===== config.mk =====
export PLATFORM = sky130hd
export DESIGN_NAME = bin2bcd_seq
export DESIGN_NICKNAME = d
export VERILOG_FILES = /design/src/rtl/bin2bcd_seq_pkg.sv /design/src/rtl/bin2bcd_seq_bcd_add3.sv /design/src/rtl/bin2bcd_seq.sv
export SDC_FILE = /design/constraint.sdc
export NUM_CORES = 1
export LEC_CHECK = 0
export ABC_CLOCK_PERIOD_IN_PS = 2100
export CAP_MARGIN = 40
export CORE_AREA = 2 2 70 72
export DETAILED_ROUTE_END_ITERATION = 10
export DIE_AREA = 0 0 72 74
export HOLD_SLACK_MARGIN = 0.06
export PLACE_DENSITY = 0.77
export SKIP_CTS_REPAIR_TIMING = 1
export SYNTH_ARGS = -nofsm -noshare
export SYNTH_HDL_FRONTEND = slang
export SYNTH_SLANG_ARGS = --single-unit

===== constraint.sdc =====
create_clock -name clk -period 2.1 [get_ports clk]
set_input_delay 0.21 -clock clk [delete_from_list [all_inputs] [get_ports clk]]
set_output_delay 0.21 -clock clk [all_outputs]
set_load 0.1 [all_outputs]

===== src/rtl/bin2bcd_seq_pkg.sv =====
// -----------------------------------------------------------------------------
// bin2bcd_seq_pkg
// Shared definitions for the sequential binary-to-BCD converter:
//   - state_e      : FSM state encoding (IDLE, SHIFT, DONE)
//   - DEFAULT_DIGITS : default number of BCD digits
//   - max_value()  : 10^digits - 1, the largest displayable value
//   - MAX_VALUE    : max_value(DEFAULT_DIGITS)
//   - ALL_NINES    : saturation pattern shown on overflow at the default width
// -----------------------------------------------------------------------------
package bin2bcd_seq_pkg;

  typedef enum logic [1:0] {
    IDLE  = 2'd0,
    SHIFT = 2'd1,
    DONE  = 2'd2
  } state_e;

  localparam int DEFAULT_DIGITS = 4;

  // Largest value representable with 'digits' decimal digits.
  function automatic longint unsigned max_value(input int digits);
    longint unsigned p;
    p = 64'd1;
    for (int i = 0; i < digits; i++) begin
      p = p * 64'd10;
    end
    return p - 64'd1;
  endfunction

  localparam longint unsigned MAX_VALUE = max_value(DEFAULT_DIGITS);

  localparam logic [4*DEFAULT_DIGITS-1:0] ALL_NINES = {DEFAULT_DIGITS{4'h9}};

endpackage : bin2bcd_seq_pkg


===== src/rtl/bin2bcd_seq_bcd_add3.sv =====
// -----------------------------------------------------------------------------
// bcd_add3
// Double-dabble digit correction: adds 3 to a BCD digit that is 5 or more, so
// that the following left shift carries correctly into the next digit.
// Ports:
//   digit  in  4 : scratch digit before the shift
//   adj    out 4 : corrected digit
// Purely combinational.
// -----------------------------------------------------------------------------
module bcd_add3 (
  input  logic [3:0] digit,
  output logic [3:0] adj
);

  // Add-3 correction for digits >= 5.
  always_comb begin
    if (digit >= 4'd5) begin
      adj = digit + 4'd3;
    end else begin
      adj = digit;
    end
  end

endmodule : bcd_add3


===== src/rtl/bin2bcd_seq.sv =====
// -----------------------------------------------------------------------------
// bin2bcd_seq
// Sequential binary-to-BCD converter (shift-and-add-3), one bit per clock.
// Feeds the per-digit 7-segment decoders; bcd only changes in the done cycle
// or on reset, so the display never sees intermediate scratch values.
// Parameters:
//   W       : binary input width (<= 64)
//   DIGITS  : number of BCD digits produced
// Ports:
//   clk       in  1         : clock, rising edge
//   reset     in  1         : synchronous, active-high
//   start     in  1         : conversion request, sampled while busy = 0
//   valor     in  W         : binary value, captured when start is accepted
//   busy      out 1         : conversion in progress
//   done      out 1         : one-cycle pulse, bcd/overflow updated this cycle
//   bcd       out 4*DIGITS  : result digits, digit 0 (units) in [3:0]
//   overflow  out 1         : last value exceeded 10^DIGITS - 1 (bcd = all 9s)
// -----------------------------------------------------------------------------
module bin2bcd_seq
  import bin2bcd_seq_pkg::*;
#(
  parameter int W      = 14,
  parameter int DIGITS = DEFAULT_DIGITS
) (
  input  logic                  clk,
  input  logic                  reset,
  input  logic                  start,
  input  logic [W-1:0]          valor,
  output logic                  busy,
  output logic                  done,
  output logic [4*DIGITS-1:0]   bcd,
  output logic                  overflow
);

  localparam int SW = 4 * DIGITS;
  localparam int CW = $clog2(W + 1);

  localparam longint unsigned   MAX_VAL  = max_value(DIGITS);
  localparam logic [SW-1:0]     NINES    = {DIGITS{4'h9}};
  localparam logic [CW-1:0]     CNT_ONE  = CW'(1);
  // Counter value during the final (W-th) shift iteration.
  localparam logic [CW-1:0]     CNT_LAST = CW'(W - 1);

  // Registered state
  state_e            state_r,   state_nxt_s;
  logic [W-1:0]      bin_r,     bin_nxt_s;
  logic [SW-1:0]     scratch_r, scratch_nxt_s;
  logic [CW-1:0]     cnt_r,     cnt_nxt_s;
  logic              flag_r,    flag_nxt_s;
  logic              busy_r,    busy_nxt_s;
  logic              done_r,    done_nxt_s;
  logic [SW-1:0]     bcd_r,     bcd_nxt_s;
  logic              ovf_r,     ovf_nxt_s;

  // Datapath
  logic [SW-1:0]     scratch_adj_s;
  logic [SW-1:0]     scratch_shift_s;
  logic [W-1:0]      bin_shift_s;
  logic              valor_ovf_s;

  // One add-3 corrector per scratch digit.
  for (genvar g = 0; g < DIGITS; g++) begin : g_add3
    bcd_add3 u_add3 (
      .digit (scratch_r[4*g +: 4]),
      .adj   (scratch_adj_s[4*g +: 4])
    );
  end

  // Shift {scratch, binary} left by one; the carry out of the top digit is
  // dropped, which only happens for values already flagged as overflow.
  always_comb begin
    scratch_shift_s = {scratch_adj_s[SW-2:0], bin_r[W-1]};
    bin_shift_s     = {bin_r[W-2:0], 1'b0};
    valor_ovf_s     = (64'(valor) > MAX_VAL);
  end

  // Next-state and next-register logic for the converter FSM.
  always_comb begin
    state_nxt_s   = state_r;
    bin_nxt_s     = bin_r;
    scratch_nxt_s = scratch_r;
    cnt_nxt_s     = cnt_r;
    flag_nxt_s    = flag_r;
    busy_nxt_s    = busy_r;
    done_nxt_s    = 1'b0;
    bcd_nxt_s     = bcd_r;
    ovf_nxt_s     = ovf_r;

    case (state_r)
      IDLE, DONE: begin
        // DONE accepts start too, giving back-to-back conversions every W+1.
        if (start) begin
          state_nxt_s   = SHIFT;
          bin_nxt_s     = valor;
          scratch_nxt_s = {SW{1'b0}};
          cnt_nxt_s     = {CW{1'b0}};
          flag_nxt_s    = valor_ovf_s;
          busy_nxt_s    = 1'b1;
        end else begin
          state_nxt_s   = IDLE;
          busy_nxt_s    = 1'b0;
        end
      end

      SHIFT: begin
        scratch_nxt_s = scratch_shift_s;
        bin_nxt_s     = bin_shift_s;
        cnt_nxt_s     = cnt_r + CNT_ONE;
        if (cnt_r == CNT_LAST) begin
          // Last shift: the result lands in bcd on the same edge so it is
          // valid together with done.
          state_nxt_s = DONE;
          busy_nxt_s  = 1'b0;
          done_nxt_s  = 1'b1;
          ovf_nxt_s   = flag_r;
          if (flag_r) begin
            bcd_nxt_s = NINES;
          end else begin
            bcd_nxt_s = scratch_shift_s;
          end
        end else begin
          state_nxt_s = SHIFT;
        end
      end

      default: begin
        state_nxt_s = IDLE;
        busy_nxt_s  = 1'b0;
      end
    endcase
  end

  // State and output registers with synchronous reset.
  always_ff @(posedge clk) begin
    if (reset) begin
      state_r   <= IDLE;
      bin_r     <= {W{1'b0}};
      scratch_r <= {SW{1'b0}};
      cnt_r     <= {CW{1'b0}};
      flag_r    <= 1'b0;
      busy_r    <= 1'b0;
      done_r    <= 1'b0;
      bcd_r     <= {SW{1'b0}};
      ovf_r     <= 1'b0;
    end else begin
      state_r   <= state_nxt_s;
      bin_r     <= bin_nxt_s;
      scratch_r <= scratch_nxt_s;
      cnt_r     <= cnt_nxt_s;
      flag_r    <= flag_nxt_s;
      busy_r    <= busy_nxt_s;
      done_r    <= done_nxt_s;
      bcd_r     <= bcd_nxt_s;
      ovf_r     <= ovf_nxt_s;
    end
  end

  assign busy     = busy_r;
  assign done     = done_r;
  assign bcd      = bcd_r;
  assign overflow = ovf_r;

endmodule : bin2bcd_seq

==> results.toml <==
[logic_synthesis]
synth_cells = 271
synth_top_family_by_area = "compound AO/OA/AOI/OAI gates"
synth_compound_gate_area_share = 0.2081
yosys_warnings = 0
synthesis.area_um2 = 2369
synth_xor_xnor_area_share = 0.01479
synth_cell_types = 31
synth_simple_gate_area_share = 0.1881
avgSynthCellArea_um2 = 8.740
synth_seq_area_share = 0.4733
syn_nets = 298
synth_fa_ha_area_frac = 0.05283
synth_seq_cells = 56
synth_top_area_share = 0.4733
synth.largest_area_cell = "dfxtp_1"
synth_mux_area_frac = 0.01743
synth.area.top_cells = "dfxtp_1, a21oi_1, a22oi_1, ha_1, nand2_1"

[critical_path]
critPathCaptureType = "flop"
crit_type = "flop to flop"
cp-start-kind = "flop"
crit_required_ns = 2.28
cp_max_fo = 12
cp_data_arrival_time_ns = 1.87

[flow_run]
drv_cap = 0

[floorplan]
die_w_um = 72
core_area_um2 = 4598
fp-row-count = 25
io_pins = 36
initial_utilization = 0.5151
die_y_um = 74
die-area_um2 = 5328

[placed_design]
pre_cts_slack_ns = 0.1719
post-place-cells = 355
hpwl_um = 3758
place_congestion = 0.7898
io_buffers = 35

[timing]
tns_ns = 0
hold_violations = 0
worstMarginPinSlew_ns = 0.6746
finalSetupViolCount = 0
rsz0062_at_grt = "false"
fin_skew_ns = 0.008769
setup_ws_ns = 0.4104
max_freq_ghz = 0.5919
slew_violations = 0
period_share = 0.8046
slew_headroom = 0.5468
period_minus_slack_ns = 1.690

[grt]
grt_usage = 0.2153
antenna_found_initial = 0
grt_pass1_wl_um = 8921
grt_max_degree = 30
grt_overflow = 0
grt_pass1_vias = 1870

[route]
wl_um = 5210
drc = 0
ant_nets = 0
drt_first_pass_iters = 4
wl_per_cell_um = 14.35
vias = 2028
vias_per_cell = 5.587
drtIter0Drc = 79

[cts]
cts_root_buf = "clkbuf_8"
cts_buffers = 5
path_clk_slew_ns = 0.10
cts_tree = "done"
cts_buffer_depth = 2
cts.sinks = 56
cts_max_level = 2
insertion_delay_ns = 0.31

[finish]
area_growth_pct = 22.56
final-instance-count-excl-fill = 363
antenna_cells = 0
drive_above_1_share = 0.1327
mostFrequentLayoutCell = "dfxtp_1"
nFillCells = 402
final_nets = 335
final_cell_mix = "dfxtp_1, a21oi_1, buf_4"

[pwr]
powerDensity_nw_per_um2 = 767.9
leakagePower_nw = 1.107
ir_drop_uv = 520.2

[status]
outcome = "completed"

[hold_path]
hold_path.class = "flop to flop"
-- state kept, by name, summed over array words and instances, names as in the netlist --
register   cells
state_r        2
cnt_r          4
done           1
overflow       1
busy           1
scratch_r     16
bcd           16
flag_r         1
bin_r         14
-- Yosys cell counts --
cell type  instances
dfxtp_1           56
a21oi_1           29
nand2_1           27
nor2_1            27
a22oi_1           19
o21ai_0           13
nand2b_1          11
nor3_1            11
ha_1              10
inv_1              9
clkbuf_1           8
nand3_1            7
a22o_1             5
a32o_1             5
buf_2              5
nor3b_1            4
xnor2_1            4
a211oi_1           3
mux2i_1            3
o21ai_1            3
buf_4              2
and2b_1            1
clkinv_1           1
mux2_2             1
nand4_1            1
nor2b_1            1
nor3_2             1
nor4_1             1
o311ai_0           1
or2_2              1
or3_4              1
-- logic make-up after synthesis --
kind of cell    count (synthesis)
flops                          56
fa+ha+maj                      10
buf+inv                        25
compound gates                 78
xor+xnor                        4
mux                             4
simple gates                   94
-- final cells by class --
type,instances,area [um2],area share
Multi-Input combinational cell,190,1140,0.3927
Clock inverter,3,90.09,0.03103
Tap cell,54,67.56,0.02328
Timing Repair Buffer,45,377.9,0.1302
Clock buffer,5,68.82,0.02371
Inverter,10,37.54,0.01293
Sequential cell,56,1121,0.3862
-- layer usage --
metal	up-vias	GRT usage	share of wire
li1	1032	-	-
met1	933	0.2777	0.46
met2	51	0.3519	0.48
met3	12	0.04607	0.044
met4	0	0.09434	0.022
met5	-	0	0
-- worst paths after layout --
kind                 start       end  slack (ns)  cells after the start
setup / recovery  cnt_r[0]    bcd[4]        0.41                      6
hold / removal    bin_r[1]  bin_r[1]        0.46                      2
setup reg to reg  cnt_r[0]    bcd[4]        0.41                      6
hold reg to reg   bin_r[1]  bin_r[1]        0.46                      2
-- critical path, stage by stage (launching register included) --
cell	delay, ns
dfxtp_1	0.41
ha_1	0.17
nand3_1	0.15
nand2b_1	0.21
buf_4	0.19
nor2_1	0.29
a211oi_1	0.14
-- through the flow --
step	hold WS (ns)	util	instance area, um2	total power [mW]
finish	0.4620	0.6313	2903	2.229
floorplan	0.3708	-	2369	1.230
CTS	0.4606	0.6313	2903	2.241
global route	0.4831	0.6313	2903	2.303
detailed placement	0.4472	0.5967	2744	1.301
global placement	0.4427	0.5951	2736	1.297
-- power by group --
part	internal, mW	switching (mW)
combinational	0.0703	0.101
clock	0.596	0.355
sequential	1.09	0.0192
Power figures use the tool's default switching activity.
